**src/rtl/register_file_wb_pkg.sv**
```systemverilog
// Shared defaults and helpers for the register-file write-back arbiter.
package register_file_wb_pkg;

  localparam int unsigned RF_WB_WORD_LENGTH = 8;
  localparam int unsigned RF_WB_REG_AMOUNT  = 8;
  localparam int unsigned RF_WB_NUM_REQ     = 2;
  localparam int unsigned RF_WB_FIFO_DEPTH  = 2;

  // Candidate index for the offset-th slot of a round-robin search after 'last'.
  function automatic int unsigned rr_index(int unsigned last, int unsigned offset,
                                           int unsigned n);
    return (last + 1 + offset) % n;
  endfunction

endpackage

```
**src/rtl/register_file_wb_fifo.sv**
```systemverilog
// Per-producer circular-buffer FIFO holding {addr, data} write entries.
module register_file_wb_fifo #(
  parameter int unsigned Width = 11,
  parameter int unsigned Depth = 2
) (
  input  logic             clk,
  input  logic             rst_n,
  input  logic             push,
  input  logic [Width-1:0] wdata,
  input  logic             pop,
  output logic             full,
  output logic             empty,
  output logic [Width-1:0] head
);

  localparam int unsigned PtrW = $clog2(Depth);
  localparam int unsigned CntW = PtrW + 1;

  logic [PtrW-1:0]  wr_ptr_q, wr_ptr_d;
  logic [PtrW-1:0]  rd_ptr_q, rd_ptr_d;
  logic [CntW-1:0]  cnt_q, cnt_d;
  logic [Width-1:0] mem_q [Depth];
  logic [Width-1:0] mem_d [Depth];

  assign full  = (cnt_q == CntW'(Depth));
  assign empty = (cnt_q == '0);
  assign head  = mem_q[rd_ptr_q];

  // Depth is a power of two, so pointers wrap by natural overflow.
  always_comb begin
    mem_d    = mem_q;
    wr_ptr_d = wr_ptr_q;
    rd_ptr_d = rd_ptr_q;
    cnt_d    = cnt_q;
    if (push) begin
      mem_d[wr_ptr_q] = wdata;
      wr_ptr_d        = wr_ptr_q + PtrW'(1);
    end
    if (pop) begin
      rd_ptr_d = rd_ptr_q + PtrW'(1);
    end
    case ({push, pop})
      2'b10:   cnt_d = cnt_q + CntW'(1);
      2'b01:   cnt_d = cnt_q - CntW'(1);
      default: cnt_d = cnt_q;
    endcase
  end

  always_ff @(posedge clk or negedge rst_n) begin
    if (!rst_n) begin
      wr_ptr_q <= '0;
      rd_ptr_q <= '0;
      cnt_q    <= '0;
    end else begin
      wr_ptr_q <= wr_ptr_d;
      rd_ptr_q <= rd_ptr_d;
      cnt_q    <= cnt_d;
    end
  end

  always_ff @(posedge clk) begin
    mem_q <= mem_d;
  end

  push_when_full_a: assert property (@(posedge clk) disable iff (!rst_n) !(push && full));
  pop_when_empty_a: assert property (@(posedge clk) disable iff (!rst_n) !(pop && empty));

endmodule

```
**src/rtl/register_file_wb_arbiter.sv**
```systemverilog
// Round-robin write-back arbiter feeding the register file's single write port
// from per-producer FIFOs, with registered write outputs.
module register_file_wb_arbiter
  import register_file_wb_pkg::*;
#(
  parameter int unsigned WORD_LENGTH = RF_WB_WORD_LENGTH,
  parameter int unsigned REG_AMOUNT  = RF_WB_REG_AMOUNT,
  parameter int unsigned NUM_REQ     = RF_WB_NUM_REQ,
  parameter int unsigned FIFO_DEPTH  = RF_WB_FIFO_DEPTH
) (
  input  logic                                   clk,
  input  logic                                   rst_n,
  input  logic [NUM_REQ-1:0]                     req_valid,
  output logic [NUM_REQ-1:0]                     req_ready,
  input  logic [NUM_REQ*$clog2(REG_AMOUNT)-1:0]  req_addr,
  input  logic [NUM_REQ*WORD_LENGTH-1:0]         req_data,
  output logic                                   wrEn,
  output logic [$clog2(REG_AMOUNT)-1:0]          addrWrite,
  output logic [WORD_LENGTH-1:0]                 dataIn,
  output logic [$clog2(NUM_REQ)-1:0]             grant_id,
  output logic                                   busy
);

  localparam int unsigned AW     = $clog2(REG_AMOUNT);
  localparam int unsigned IdW    = $clog2(NUM_REQ);
  localparam int unsigned EntryW = AW + WORD_LENGTH;

  logic [NUM_REQ-1:0] full, empty, push, pop;
  logic [EntryW-1:0]  head [NUM_REQ];
  logic [EntryW-1:0]  win_head;
  logic               gnt_valid;
  logic [IdW-1:0]     winner, cand;

  logic                   wr_en_q, wr_en_d;
  logic [AW-1:0]          addr_q, addr_d;
  logic [WORD_LENGTH-1:0] data_q, data_d;
  logic [IdW-1:0]         gid_q, gid_d;
  logic [IdW-1:0]         rr_last_q, rr_last_d;

  for (genvar i = 0; i < NUM_REQ; i++) begin : g_fifo
    assign push[i] = req_valid[i] & ~full[i];

    register_file_wb_fifo #(
      .Width(EntryW),
      .Depth(FIFO_DEPTH)
    ) u_fifo (
      .clk  (clk),
      .rst_n(rst_n),
      .push (push[i]),
      .wdata({req_addr[i*AW +: AW], req_data[i*WORD_LENGTH +: WORD_LENGTH]}),
      .pop  (pop[i]),
      .full (full[i]),
      .empty(empty[i]),
      .head (head[i])
    );
  end

  // Ready depends only on occupancy, never on a same-cycle pop.
  assign req_ready = ~full;

  always_comb begin
    gnt_valid = 1'b0;
    winner    = '0;
    cand      = '0;
    pop       = '0;
    for (int unsigned k = 0; k < NUM_REQ; k++) begin
      cand = IdW'(rr_index(32'(rr_last_q), k, NUM_REQ));
      if (!gnt_valid && !empty[cand]) begin
        gnt_valid = 1'b1;
        winner    = cand;
      end
    end
    if (gnt_valid) begin
      pop[winner] = 1'b1;
    end
  end

  assign win_head = head[winner];

  always_comb begin
    wr_en_d   = gnt_valid;
    addr_d    = addr_q;
    data_d    = data_q;
    gid_d     = gid_q;
    rr_last_d = rr_last_q;
    if (gnt_valid) begin
      addr_d    = win_head[EntryW-1:WORD_LENGTH];
      data_d    = win_head[WORD_LENGTH-1:0];
      gid_d     = winner;
      rr_last_d = winner;
    end
  end

  always_ff @(posedge clk or negedge rst_n) begin
    if (!rst_n) begin
      wr_en_q   <= 1'b0;
      addr_q    <= '0;
      data_q    <= '0;
      gid_q     <= '0;
      rr_last_q <= IdW'(NUM_REQ - 1);
    end else begin
      wr_en_q   <= wr_en_d;
      addr_q    <= addr_d;
      data_q    <= data_d;
      gid_q     <= gid_d;
      rr_last_q <= rr_last_d;
    end
  end

  assign wrEn      = wr_en_q;
  assign addrWrite = addr_q;
  assign dataIn    = data_q;
  assign grant_id  = gid_q;
  assign busy      = ~(&empty) | wr_en_q;

endmodule
```
**config.mk**
```make
export PLATFORM = sky130hd
export DESIGN_NAME = register_file_wb_arbiter
export DESIGN_NICKNAME = d
export VERILOG_FILES = /design/src/rtl/register_file_wb_pkg.sv /design/src/rtl/register_file_wb_fifo.sv /design/src/rtl/register_file_wb_arbiter.sv
export SDC_FILE = /design/constraint.sdc
export NUM_CORES = 1
export LEC_CHECK = 0
export BUFFER_PORTS_ARGS = -buffer_cell sky130_fd_sc_hd__buf_2
export CORE_AREA = 2 2 79 81
export DETAILED_ROUTE_END_ITERATION = 12
export DIE_AREA = 0 0 81 83
export PLACE_DENSITY_LB_ADDON = 0.08
export SKIP_LAST_GASP = 1
export SLEW_MARGIN = 20
export SYNTH_ARGS = -nofsm -noshare
export SYNTH_HDL_FRONTEND = slang
export SYNTH_SLANG_ARGS = --single-unit
```
**constraint.sdc**
```tcl
create_clock -name clk -period 5.9 [get_ports clk]
set_clock_uncertainty 0.1 [all_clocks]
set_input_delay 0.885 -clock clk [delete_from_list [all_inputs] [get_ports clk]]
set_output_delay 0.885 -clock clk [all_outputs]
set_load 0.03 [all_outputs]
```
==> flow_summary.ini <==
[drt]
drc = 0
ant_nets = 0
detail_route.first_pass.iterations = 4
post_drt_via_cell_ratio = 4.89
wl_per_cell_um = 15.3
drt-initial-drc-count = 76
detailroute.via_count = 1349
postRouteWirelength_mm = 4.23

[grt]
grt_first_pass_wirelength_mm = 6.86
overflow = 0
maximum_number_of_pins_on_one_net_before_global_route_repair = 23
track_usage_pct = 14.1
grt_pass1_vias = 1376
grt_antenna_before_repair = 0

[critical_path]
worstPathBufferInverterCount = 1
critical_path_peak_fanout = 15
rr_startpoint = g_fifo[0].u_fifo.cnt_q[0]
path_delay_family = simple AND/OR/NAND/NOR gates
worstPathArrival_ps = 1830
startpoint_type = flop
required_ps = 4910
worst_path_max_delay_cell = nor4_4
critPathCaptureType = output pin
timing_worst_setup_path_type = flop to output pin
critical_path.max_stage_delay_ps = 730
crit_path_start = g_fifo[1].u_fifo.cnt_q[0]
ff2ff_setup_slack_ps = 3450
ordered_cell_list_for_the_critical_path = nor4_4 > nand2b_1 > buf_2

[clock_tree]
clock_tree_root_buffer_cell = clkbuf_8
cts_tree = built
cts_bufs_inserted = 9
insertion_delay_ps = 330
cts.path.max_buffers = 2
clkSlewWorstSetupHoldPaths_ps = 60
cts.htree.levels = 3
number_of_clock_sinks = 66
post_cts.repair.setup_buffers = 0
post_cts_hold_buffer_count = 0
cts-resized-gates = 0

[layout]
finish.cell_count_without_fillers = 276
drive_above_1_share_pct = 37.3
most-common-layout-cells = 44 x edfxtp_1, 41 x buf_2, 21 x dfrtp_1
fin_nets = 224
syn2layout_area_growth_pct = 15.5
fin_area_um2 = 2990
mostFrequentLayoutCell = edfxtp_1
fillers = 527
n_antenna_cell = 0
multi_input_area_um2 = 656
final-seq-area_um2 = 1870

[yosys]
postSynthAreaPerCell_um2 = 17.2
count_of_synthesis_stage_warnings_from_yosys = 0
synth_flop_cell = edfxtp_1
synth_sequential_area_ratio_pct = 72.3
mappedNetlistArea_um2 = 2590
synth_enable_flop_cells = 44
postSynthCellCount = 151
post_synth_num_cell_types = 25
synth_seq_cells = 66
async_s_r_ff_share_synth_pct = 33.3
synth_fp_nets = 179

[place]
instance_count_after_placement_with_tap_cells_included = 260
dpl.hpwl_mm = 3.10
gp_routability_congestion = 0.765
numPortBuffers = 41
placed_cell_area_um2 = 2840

[die]
die-area_um2 = 6720
die_y_um = 83
start_util_pct = 44.6
die-width_um = 81
core_area_um2 = 5820
placementRows = 28
boundaryPins = 42

[timing]
finalCriticalPeriod_ps = 2810
hold_viol = 0
max_slew_margin_pct = 35.2
final-max-slew-violation-count = 0
report.final.setup_viol = 0
setup_tns_ps = 0
rsz0062_at_grt = no
achievable-frequency_ghz = 0.356
worst-slew-pin-transition_ps = 965
fin_crit_sh_pct = 47.6

[power_and_ir_drop]
maximum_resistive_drop_on_vdd_uv = 237
cellLeakagePower_nw = 1.16
power_density_nw_per_um2 = 574

[worst_hold_path]
worst_hold_startpoint = grant_id
timing.hold.worst.class = flop to flop

[status]
status = finished clean

[run]
max_cap_viol_count = 0
-- cell families after synthesis --
| kind of cell | share of synthesized area (%) |
|---|---|
| AO/OA/AOI/OAI | 8.06 |
| buffers and inverters | 2.41 |
| XOR/XNOR | 3.67 |
| AND/OR/NAND/NOR | 3.57 |
| adder cells (fa/ha/maj) | 0.966 |
| flip-flops | 72.3 |
| multiplexers | 9.03 |
-- worst register-to-register path: stages, from the launching register on --
cell,delay (ps)
dfrtp_1,460
o21ai_1,780
a21o_4,360
inv_1,70
ha_1,330
nor2_1,140
xor2_1,140
-- layout make-up --
class	count	share of cell area [%]
Sequential cell	66	62.6
Multi-Input combinational cell	75	21.9
Timing Repair Buffer	41	6.86
Clock buffer	11	4.39
Tap cell	75	3.14
Clock inverter	5	0.711
Inverter	3	0.376
-- registers in the layout, indices dropped and copies added, names as in the netlist --
signal / cells
g_fifo.u_fifo.cnt_q: 4
dataIn: 8
addrWrite: 3
rr_last_q: 1
grant_id: 1
g_fifo.u_fifo.mem_q: 44
g_fifo.u_fifo.rd_ptr_q: 2
wrEn: 1
g_fifo.u_fifo.wr_ptr_q: 2
-- routing by layer --
metal | share of wire, % | wire [um] | global-route usage, %
met5 | 0 | 0 | 0
met4 | 1.7 | 74 | 7.40
met3 | 5.5 | 234 | 4.46
met2 | 48 | 2030 | 21.0
met1 | 45 | 1890 | 18.3
-- path summary, 6_finish.rpt --
path	end	cells after the start
setup / recovery	busy	3
hold / removal	grant_id	2
setup reg to reg	g_fifo[0].u_fifo.cnt_q[1]	6
hold reg to reg	grant_id	2
max in group asynchronous	rr_last_q	1
min in group asynchronous	g_fifo[0].u_fifo.wr_ptr_q	1
-- cell usage after synthesis, types with 2 or more instances --
master	count	area, um2
a32oi_1	11	96.3
and3_1	2	12.5
buf_2	5	25.0
dfrtp_1	21	526
edfxtp_1	44	1320
ha_1	2	25.0
inv_1	3	11.3
mux2_2	11	124
mux2i_1	11	110
nand2_1	5	18.8
nand2b_1	3	18.8
nor2_1	4	15.0
o21ai_0	2	10.0
o21ai_1	2	10.0
o21ai_2	8	70.1
xnor2_1	7	61.3
xor2_1	2	17.5
-- per-stage QoR --
step	power, mW	worst slack, ps	util, %	hold slack (ps)
after floorplan	1.30	3850	-	360
after global placement	1.42	3470	48.8	375
after detailed placement	1.44	3430	48.8	362
after CTS	1.74	3070	51.4	378
after global routing	1.83	2930	51.4	415
final	1.72	3090	51.4	373
-- report_power, final --
group / switching, mW / internal, mW
combinational: 0.376 / 0.265
sequential: 0.111 / 0.665
clock: 0.152 / 0.147
Note: power is estimated with default switching activity, not from simulation.
